File: src/rtl/rate_divider_pkg.sv
// Shared constants and the rate-select -> divisor rule for the rate divider.
package rate_divider_pkg;

  localparam int unsigned DEFAULT_CLK_HZ = 50_000_000;

  // Rate 0 is full speed; higher selects halve the slowest rate fewer times.
  // A result that truncates to zero is clamped to one.
  function automatic int unsigned rate_divisor(input int unsigned sel,
                                               input int unsigned clk_hz,
                                               input int unsigned sel_w);
    int unsigned d;
    if (sel == 0) d = 1;
    else          d = clk_hz >> ((1 << sel_w) - 1 - sel);
    if (d == 0) d = 1;
    return d;
  endfunction

endpackage

File: src/rtl/rate_select_decode.sv
// Combinational rate select -> (divisor - 1) reload value for the down-counter.
module rate_select_decode
  import rate_divider_pkg::*;
#(
  parameter int unsigned CLK_HZ = DEFAULT_CLK_HZ,
  parameter int unsigned SEL_W  = 2,
  parameter int unsigned CNT_W  = 26
) (
  input  logic [SEL_W-1:0] sel,
  output logic [CNT_W-1:0] div_m1
);

  always_comb begin
    div_m1 = CNT_W'(rate_divisor(32'(sel), CLK_HZ, SEL_W) - 32'd1);
  end

endmodule

File: src/rtl/rate_divider_counter.sv
// Programmable rate divider: one-cycle tick per period plus wrapping event counter.
// Optional macro RATE_DIVIDER_IMMEDIATE_RELOAD_EN applies rate changes mid-period.
module rate_divider_counter
  import rate_divider_pkg::*;
#(
  parameter int unsigned CLK_HZ = DEFAULT_CLK_HZ,
  parameter int unsigned SEL_W  = 2,
  parameter int unsigned OUT_W  = 4
) (
  input  logic             clock,
  input  logic             reset,
  input  logic             enable,
  input  logic             clear,
  input  logic [SEL_W-1:0] rate_sel,
  output logic             tick,
  output logic [OUT_W-1:0] value,
  output logic [SEL_W-1:0] active_rate,
  output logic             rate_ack
);

  // Clamp keeps a legal width when CLK_HZ is 1.
  localparam int unsigned CNT_W = (CLK_HZ > 1) ? $clog2(CLK_HZ) : 1;

  logic [CNT_W-1:0] count_q, count_d;
  logic [SEL_W-1:0] active_q, active_d;
  logic [OUT_W-1:0] value_q, value_d;
  logic             tick_q, tick_d;
  logic             ack_q, ack_d;
  logic [CNT_W-1:0] sel_div_m1, act_div_m1;

  rate_select_decode #(.CLK_HZ(CLK_HZ), .SEL_W(SEL_W), .CNT_W(CNT_W)) u_sel_dec (
    .sel    (rate_sel),
    .div_m1 (sel_div_m1)
  );

  // Second decoder supplies the reload used by clear, which keeps the current rate.
  rate_select_decode #(.CLK_HZ(CLK_HZ), .SEL_W(SEL_W), .CNT_W(CNT_W)) u_act_dec (
    .sel    (active_q),
    .div_m1 (act_div_m1)
  );

  always_comb begin
    count_d  = count_q;
    active_d = active_q;
    value_d  = value_q;
    tick_d   = 1'b0;
    ack_d    = 1'b0;
    if (clear) begin
      value_d = '0;
      count_d = act_div_m1;
    end else if (enable) begin
      if (count_q == '0) begin
        count_d  = sel_div_m1;
        active_d = rate_sel;
        tick_d   = 1'b1;
        value_d  = value_q + 1'b1;
        ack_d    = (rate_sel != active_q);
      end
`ifdef RATE_DIVIDER_IMMEDIATE_RELOAD_EN
      else if (rate_sel != active_q) begin
        count_d  = sel_div_m1;
        active_d = rate_sel;
        ack_d    = 1'b1;
      end
`endif
      else begin
        count_d = count_q - 1'b1;
      end
    end
  end

  always_ff @(posedge clock or posedge reset) begin
    if (reset) begin
      count_q  <= '0;
      active_q <= '0;
      value_q  <= '0;
      tick_q   <= 1'b0;
      ack_q    <= 1'b0;
    end else begin
      count_q  <= count_d;
      active_q <= active_d;
      value_q  <= value_d;
      tick_q   <= tick_d;
      ack_q    <= ack_d;
    end
  end

  assign tick        = tick_q;
  assign value       = value_q;
  assign active_rate = active_q;
  assign rate_ack    = ack_q;

endmodule

File: config.mk
export PLATFORM = sky130hd
export DESIGN_NAME = rate_divider_counter
export DESIGN_NICKNAME = d
export VERILOG_FILES = /design/src/rtl/rate_divider_pkg.sv /design/src/rtl/rate_select_decode.sv /design/src/rtl/rate_divider_counter.sv
export SDC_FILE = /design/constraint.sdc
export NUM_CORES = 1
export LEC_CHECK = 0
export CORE_UTILIZATION = 55
export CTS_CLUSTER_DIAMETER = 40
export CTS_CLUSTER_SIZE = 24
export DETAILED_ROUTE_END_ITERATION = 7
export GPL_ROUTABILITY_DRIVEN = 0
export PLACE_DENSITY = 0.87
export SLEW_MARGIN = 10
export SYNTH_ARGS = -nofsm -noshare
export SYNTH_HDL_FRONTEND = slang
export SYNTH_SLANG_ARGS = --single-unit
File: constraint.sdc
create_clock -name clock -period 3.85 [get_ports clock]
set_clock_uncertainty 0.15 [all_clocks]
set_input_delay 0.77 -clock clock [delete_from_list [all_inputs] [get_ports clock]]
set_output_delay 0.77 -clock clock [all_outputs]
set_load 0.02 [all_outputs]
## After elaboration in Yosys (flattened, before gate mapping)

Cells that the tools add are included.

- Shift operators: 2
- Bitwise gates (word level): 1
- Add/subtract/negate cells: 6
- Muxes and demuxes: 16
- Equal/unequal tests: 1
- Reductions and logical operators: 9

Operator list:

| kind | number |
|---|---|
| $mux W26 | 5 |
| $sub A26 B1 Y26 const B | 3 |
| $logic_not A32 Y1 | 2 |
| $mux W32 | 2 |
| $shr A26 B32 Y32 const A | 2 |
| $logic_not A26 Y1 | 1 |
| $mux W4 | 3 |
| $mux W1 | 6 |
| $sub A2 B2 Y3 const A | 2 |
| $add A4 B1 Y4 const B | 1 |
| $logic_not A2 Y1 | 2 |
| $reduce_bool A2 Y1 | 2 |
| $reduce_and A3 Y1 | 1 |
| $ne A2 B2 Y1 | 1 |
| $reduce_and A2 Y1 | 1 |
| $not A1 Y1 | 1 |

- Word-level logic and storage cells: 40
- Flip-flop bits (word level): 34

## Depth between registers and ports, before layout

- Word-level depth: 9
- Gate-level depth with buffers: 14

## Cells and area by module

From an unflattened synthesis, not the netlist that was laid out.

- Cell total of the unflattened synthesis: 323
- Area total of the unflattened synthesis: 2747.6 sq um

Modules (own cells, without submodules):

| module | cells each | instances | area each (sq um) | sequential area each (sq um) |
|---|---|---|---|---|
| rate_divider_counter | 265 | 1 | 2312.2 | 850.8 |
| rate_select_decode | 29 | 2 | 217.7 | 0.0 |

## Least setup slack after synthesis

OpenSTA, ideal clock, no wires.

- Path kind: in2reg
- Start: input clear
- End: register count_q[12]
- Cell stages on the path: 13
- Library setup time: 0.127 ns
- Buffers on the path: 2
- Data required time: 3.573 ns
- Arrival: 3.127 ns
- Setup slack: 0.447 ns
- Cells stage by stage: buf_2 -> inv_2 -> a21boi_0 -> nand2_1 -> o21ai_0 -> ha_1 -> o21ai_0 -> a21oi_1 -> and2_1 -> clkbuf_1 -> nand3b_1 -> mux2i_1 -> a221o_2

- Longest elaborated chain between the ends: 1
- Elaborated cells between the ends (all ways): 2

Ends and longest elaborated chain:

| item | RTL line | text |
|---|---|---|
| start, declared | rate_divider_counter.sv:13 | `input logic clear,` |
| $mux W26 / $reduce_bool A2 Y1 (equally long branches) | - |  |
| end signal, assigned | rate_divider_counter.sv:80 | `count_q <= count_d;` |
| end, declared | rate_divider_counter.sv:24 | `logic [CNT_W-1:0] count_q, count_d;` |

Several ways; a longest one is shown, not always the timed one.
A chain may end at the register's enable or synchronous reset.

## Worst setup path after layout

- Start: input rate_sel[0]
- End: register count_q[18]

- Longest elaborated chain between the ends: 9
- Elaborated cells between the ends (all ways): 10

Ends and longest elaborated chain:

| item | RTL line | text |
|---|---|---|
| start, declared | rate_divider_counter.sv:14 | `input logic [SEL_W-1:0] rate_sel,` |
| $sub A2 B2 Y3 | rate_divider_pkg.sv:13 | `else d = clk_hz >> ((1 << sel_w) - 1 - sel);` |
| $shr A26 B32 Y32 | rate_divider_pkg.sv:13 |  |
| $mux W32 (*) | rate_divider_pkg.sv:12 | `if (sel == 0) d = 1;` |
| $logic_not A32 Y1 | rate_divider_pkg.sv:14 | `if (d == 0) d = 1;` |
| $mux W26 (*) | rate_divider_pkg.sv:14 |  |
| $sub A26 B1 Y26 (*) | rate_select_decode.sv:14 | `div_m1 = CNT_W'(rate_divisor(32'(sel), CLK_HZ, SEL_W) - 32'd1);` |
| $mux W26 (*) | rate_divider_counter.sv:52 | `if (count_q == '0) begin` |
| $mux W26 (*) | rate_divider_counter.sv:51 | `end else if (enable) begin` |
| $mux W26 (*) | rate_divider_counter.sv:48 | `if (clear) begin` |

Every way passes the cells marked *; elsewhere a longest branch is shown, timed or not. The select of a mux whose other input is x is not followed.

==> impl_metrics.json <==
{
  "area_growth_pct": 18.90,
  "wl_per_cell_um": 16.48,
  "layout.cells.non_filler": 360,
  "worst_hold_slack_ns": 0.3873,
  "drc": 0,
  "final.setup.tns_ns": 0,
  "synthArstFlopShare_pct": 100.0,
  "post_synth_num_cell_types": 52,
  "endpoint_kind": "flip-flop",
  "dp_slack_ns": -0.01539,
  "drv_cap": 0,
  "synth_edf_count": 0,
  "path_max_fanout": 5,
  "ys.warnings.count": 0,
  "finalSetupViolations": 0,
  "ir_drop_v": 0.0002196,
  "port_buffers": 13,
  "cts_tree": "yes",
  "htreeDepth": 2,
  "synth_cells": 278,
  "final_net_count": 327,
  "dp_hpwl_um": 4401,
  "synth_nets": 296,
  "maxSlewHeadroom_pct": 60.12,
  "vias": 2252,
  "crit_start": "rate_sel[0]",
  "grt_usage_pct": 30.35,
  "critPathRequiredTime_ns": 3.87,
  "netlist_area_um2": 2330,
  "dieArea_um2": 4500,
  "dpl.cell_count": 352,
  "status": "finished clean",
  "period_needed_ns": 3.515,
  "via_per_inst": 6.256,
  "maxSlewViolCount": 0,
  "drt_iter0_drc": 225,
  "grt_pass1_wl_um": 10050,
  "final_cell_mix": "38 x nand2_1, 34 x dfrtp_1, 29 x nor2_1, 23 x buf_4, 22 x o21ai_0",
  "rows": 23,
  "routed_wl_um": 5931,
  "design.core.area_um2": 4029,
  "dieHeight_um": 67.09,
  "hold_viol_final": 0,
  "worstMarginPinSlew_ns": 0.5936,
  "insertion_delay_ns": 0.30,
  "diodes": 0,
  "clock.fmax_mhz": 284.5,
  "final_common_cell": "nand2_1",
  "grt_remaining_overflow": 0,
  "synth_area_per_cell_um2": 8.380,
  "clock-sinks": 34,
  "worstPathArrival_ns": 3.53,
  "final_layout_size_suffix_gt1_share_pct": 12.90,
  "postCtsHoldBufs": 0,
  "dr.pass1.iters": 5,
  "start_util_pct": 57.83,
  "period_share_pct": 91.29,
  "worst_slack_ns": 0.3354,
  "rsz0062_at_grt": "no",
  "grt_max_degree": 37,
  "clk_root_buffer_cell": "clkbuf_8",
  "ant_nets": 0,
  "die_w_um": 67.09,
  "final_cell_area_um2": 2770,
  "yosysSeqAreaShare_pct": 36.52,
  "hold_path_class": "reg -> reg",
  "io_pins": 14,
  "rrSetupSlack_ns": 0.37,
  "worstSetupStartpointType": "input pin",
  "fin_util_pct": 68.76,
  "p_per_area_nw_per_um2": 335.4,
  "dpl_cell_area_um2": 2650,
  "reg2reg_from": "count_q[14]$_DFFE_PP0P_",
  "p_leak_nw": 1.148,
  "ys_ff_latch": 34,
  "path_class": "in -> reg",
  "antenna_found_initial": 0,
  "totalPowerFinal_mw": 0.9292,
  "grt_pass1_vias": 2178,
  "cts_inserted_buffers": 5,
  "ys.flop_type": "dfrtp_1",
  "clk_path_buf_depth": 2,
  "path_clk_slew_ns": 0.07,
  "hold_start": "count_q[23]$_DFFE_PP0P_"
}
worst paths after layout:
check	cells after the start	end
worst max-delay path	14	count_q[18]$_DFFE_PP0P_
worst min-delay path	2	count_q[23]$_DFFE_PP0P_
worst max register to register	13	count_q[18]$_DFFE_PP0P_
worst min register to register	2	count_q[23]$_DFFE_PP0P_
max in group asynchronous	3	count_q[19]$_DFFE_PP0P_
min in group asynchronous	3	count_q[10]$_DFFE_PP0P_
where the power goes:
part           internal [mW]  total [mW]  switching, mW
Sequential             0.390       0.423         0.0332
Combinational         0.0729       0.173         0.0999
Clock                  0.192       0.333          0.141
sequential cells by signal (all words and copies together), names as in the netlist:
name and cells:
count_q 26, value 4, active_rate 2, rate_ack 1
tick 1
logic make-up (layout without fill, tap and decap cells):
family,after synthesis,in the layout,synth area share [%]
XOR/XNOR,18,18,6.767
multiplexers,3,3,1.289
flip-flops,34,34,36.52
AND/OR/NAND/NOR,115,115,24.01
AO/OA/AOI/OAI,73,73,20.57
adder cells (fa/ha/maj),12,12,6.445
buffers and inverters,23,55,4.403
timing repair:
item	CTS	global route
buffers inserted	0	0
endpoints found under the setup margin	0	5
gates resized for setup	0	2
critical path, cell delays in order:
cell and delay, ns:
clkdlybuf4s50_1 0.49, inv_1 0.09, ha_1 0.24, a21boi_1 0.18, nand2_1 0.11, o21ai_0 0.17, ha_1 0.23, o21ai_0 0.08
a21oi_1 0.22, nand3_1 0.16, buf_4 0.20, nor4b_1 0.34, xor2_1 0.18, a21oi_1 0.08
synth_stat cells (2+ instances only):
| cell type | number | area [um^2] |
|---|---|---|
| nor3_1 | 11 | 55.05 |
| nor2_1 | 29 | 108.9 |
| a21o_1 | 2 | 15.01 |
| mux2i_1 | 3 | 30.03 |
| clkbuf_1 | 9 | 33.78 |
| o31a_1 | 2 | 17.52 |
| a21oi_1 | 15 | 75.07 |
| ha_1 | 12 | 150.1 |
| nand3_1 | 5 | 25.02 |
| o31ai_1 | 6 | 45.04 |
| o21a_1 | 2 | 15.01 |
| dfrtp_1 | 34 | 850.8 |
| nor4b_1 | 2 | 17.52 |
| buf_6 | 2 | 22.52 |
| a211o_1 | 2 | 17.52 |
| xor2_1 | 13 | 113.9 |
| nor4_1 | 8 | 50.05 |
| and2_1 | 2 | 12.51 |
| a31oi_1 | 2 | 12.51 |
| inv_1 | 9 | 33.78 |
| and4_1 | 2 | 17.52 |
| nand2_1 | 38 | 142.6 |
| xnor2_1 | 5 | 43.79 |
| o21ai_0 | 22 | 110.1 |
| o311ai_0 | 4 | 35.03 |
| nand2b_1 | 4 | 25.02 |
| nand4_1 | 4 | 25.02 |
| or3_1 | 3 | 18.77 |
| o211ai_1 | 3 | 22.52 |
layout make-up:
| type | instances | area [um^2] |
|---|---|---|
| fillers | 330 | 1259 |
| well taps | 50 | 62.56 |
| clock inverters | 3 | 45.04 |
| multi-input cells | 221 | 1383 |
| repair buffers | 37 | 322.8 |
| flip-flops and latches | 34 | 850.8 |
| inverters | 10 | 37.54 |
| clock buffers | 5 | 68.82 |
layer usage:
metal  global-route usage [%]  vias to the layer above  part of all wire, %
met5                        0                        -                    0
met4                    13.30                        0                  2.4
met3                    6.336                       17                  7.8
met2                    48.00                      101                   46
met1                    39.42                     1072                   44
li1                         -                     1062                    -
(Power assumes the default switching activity.)
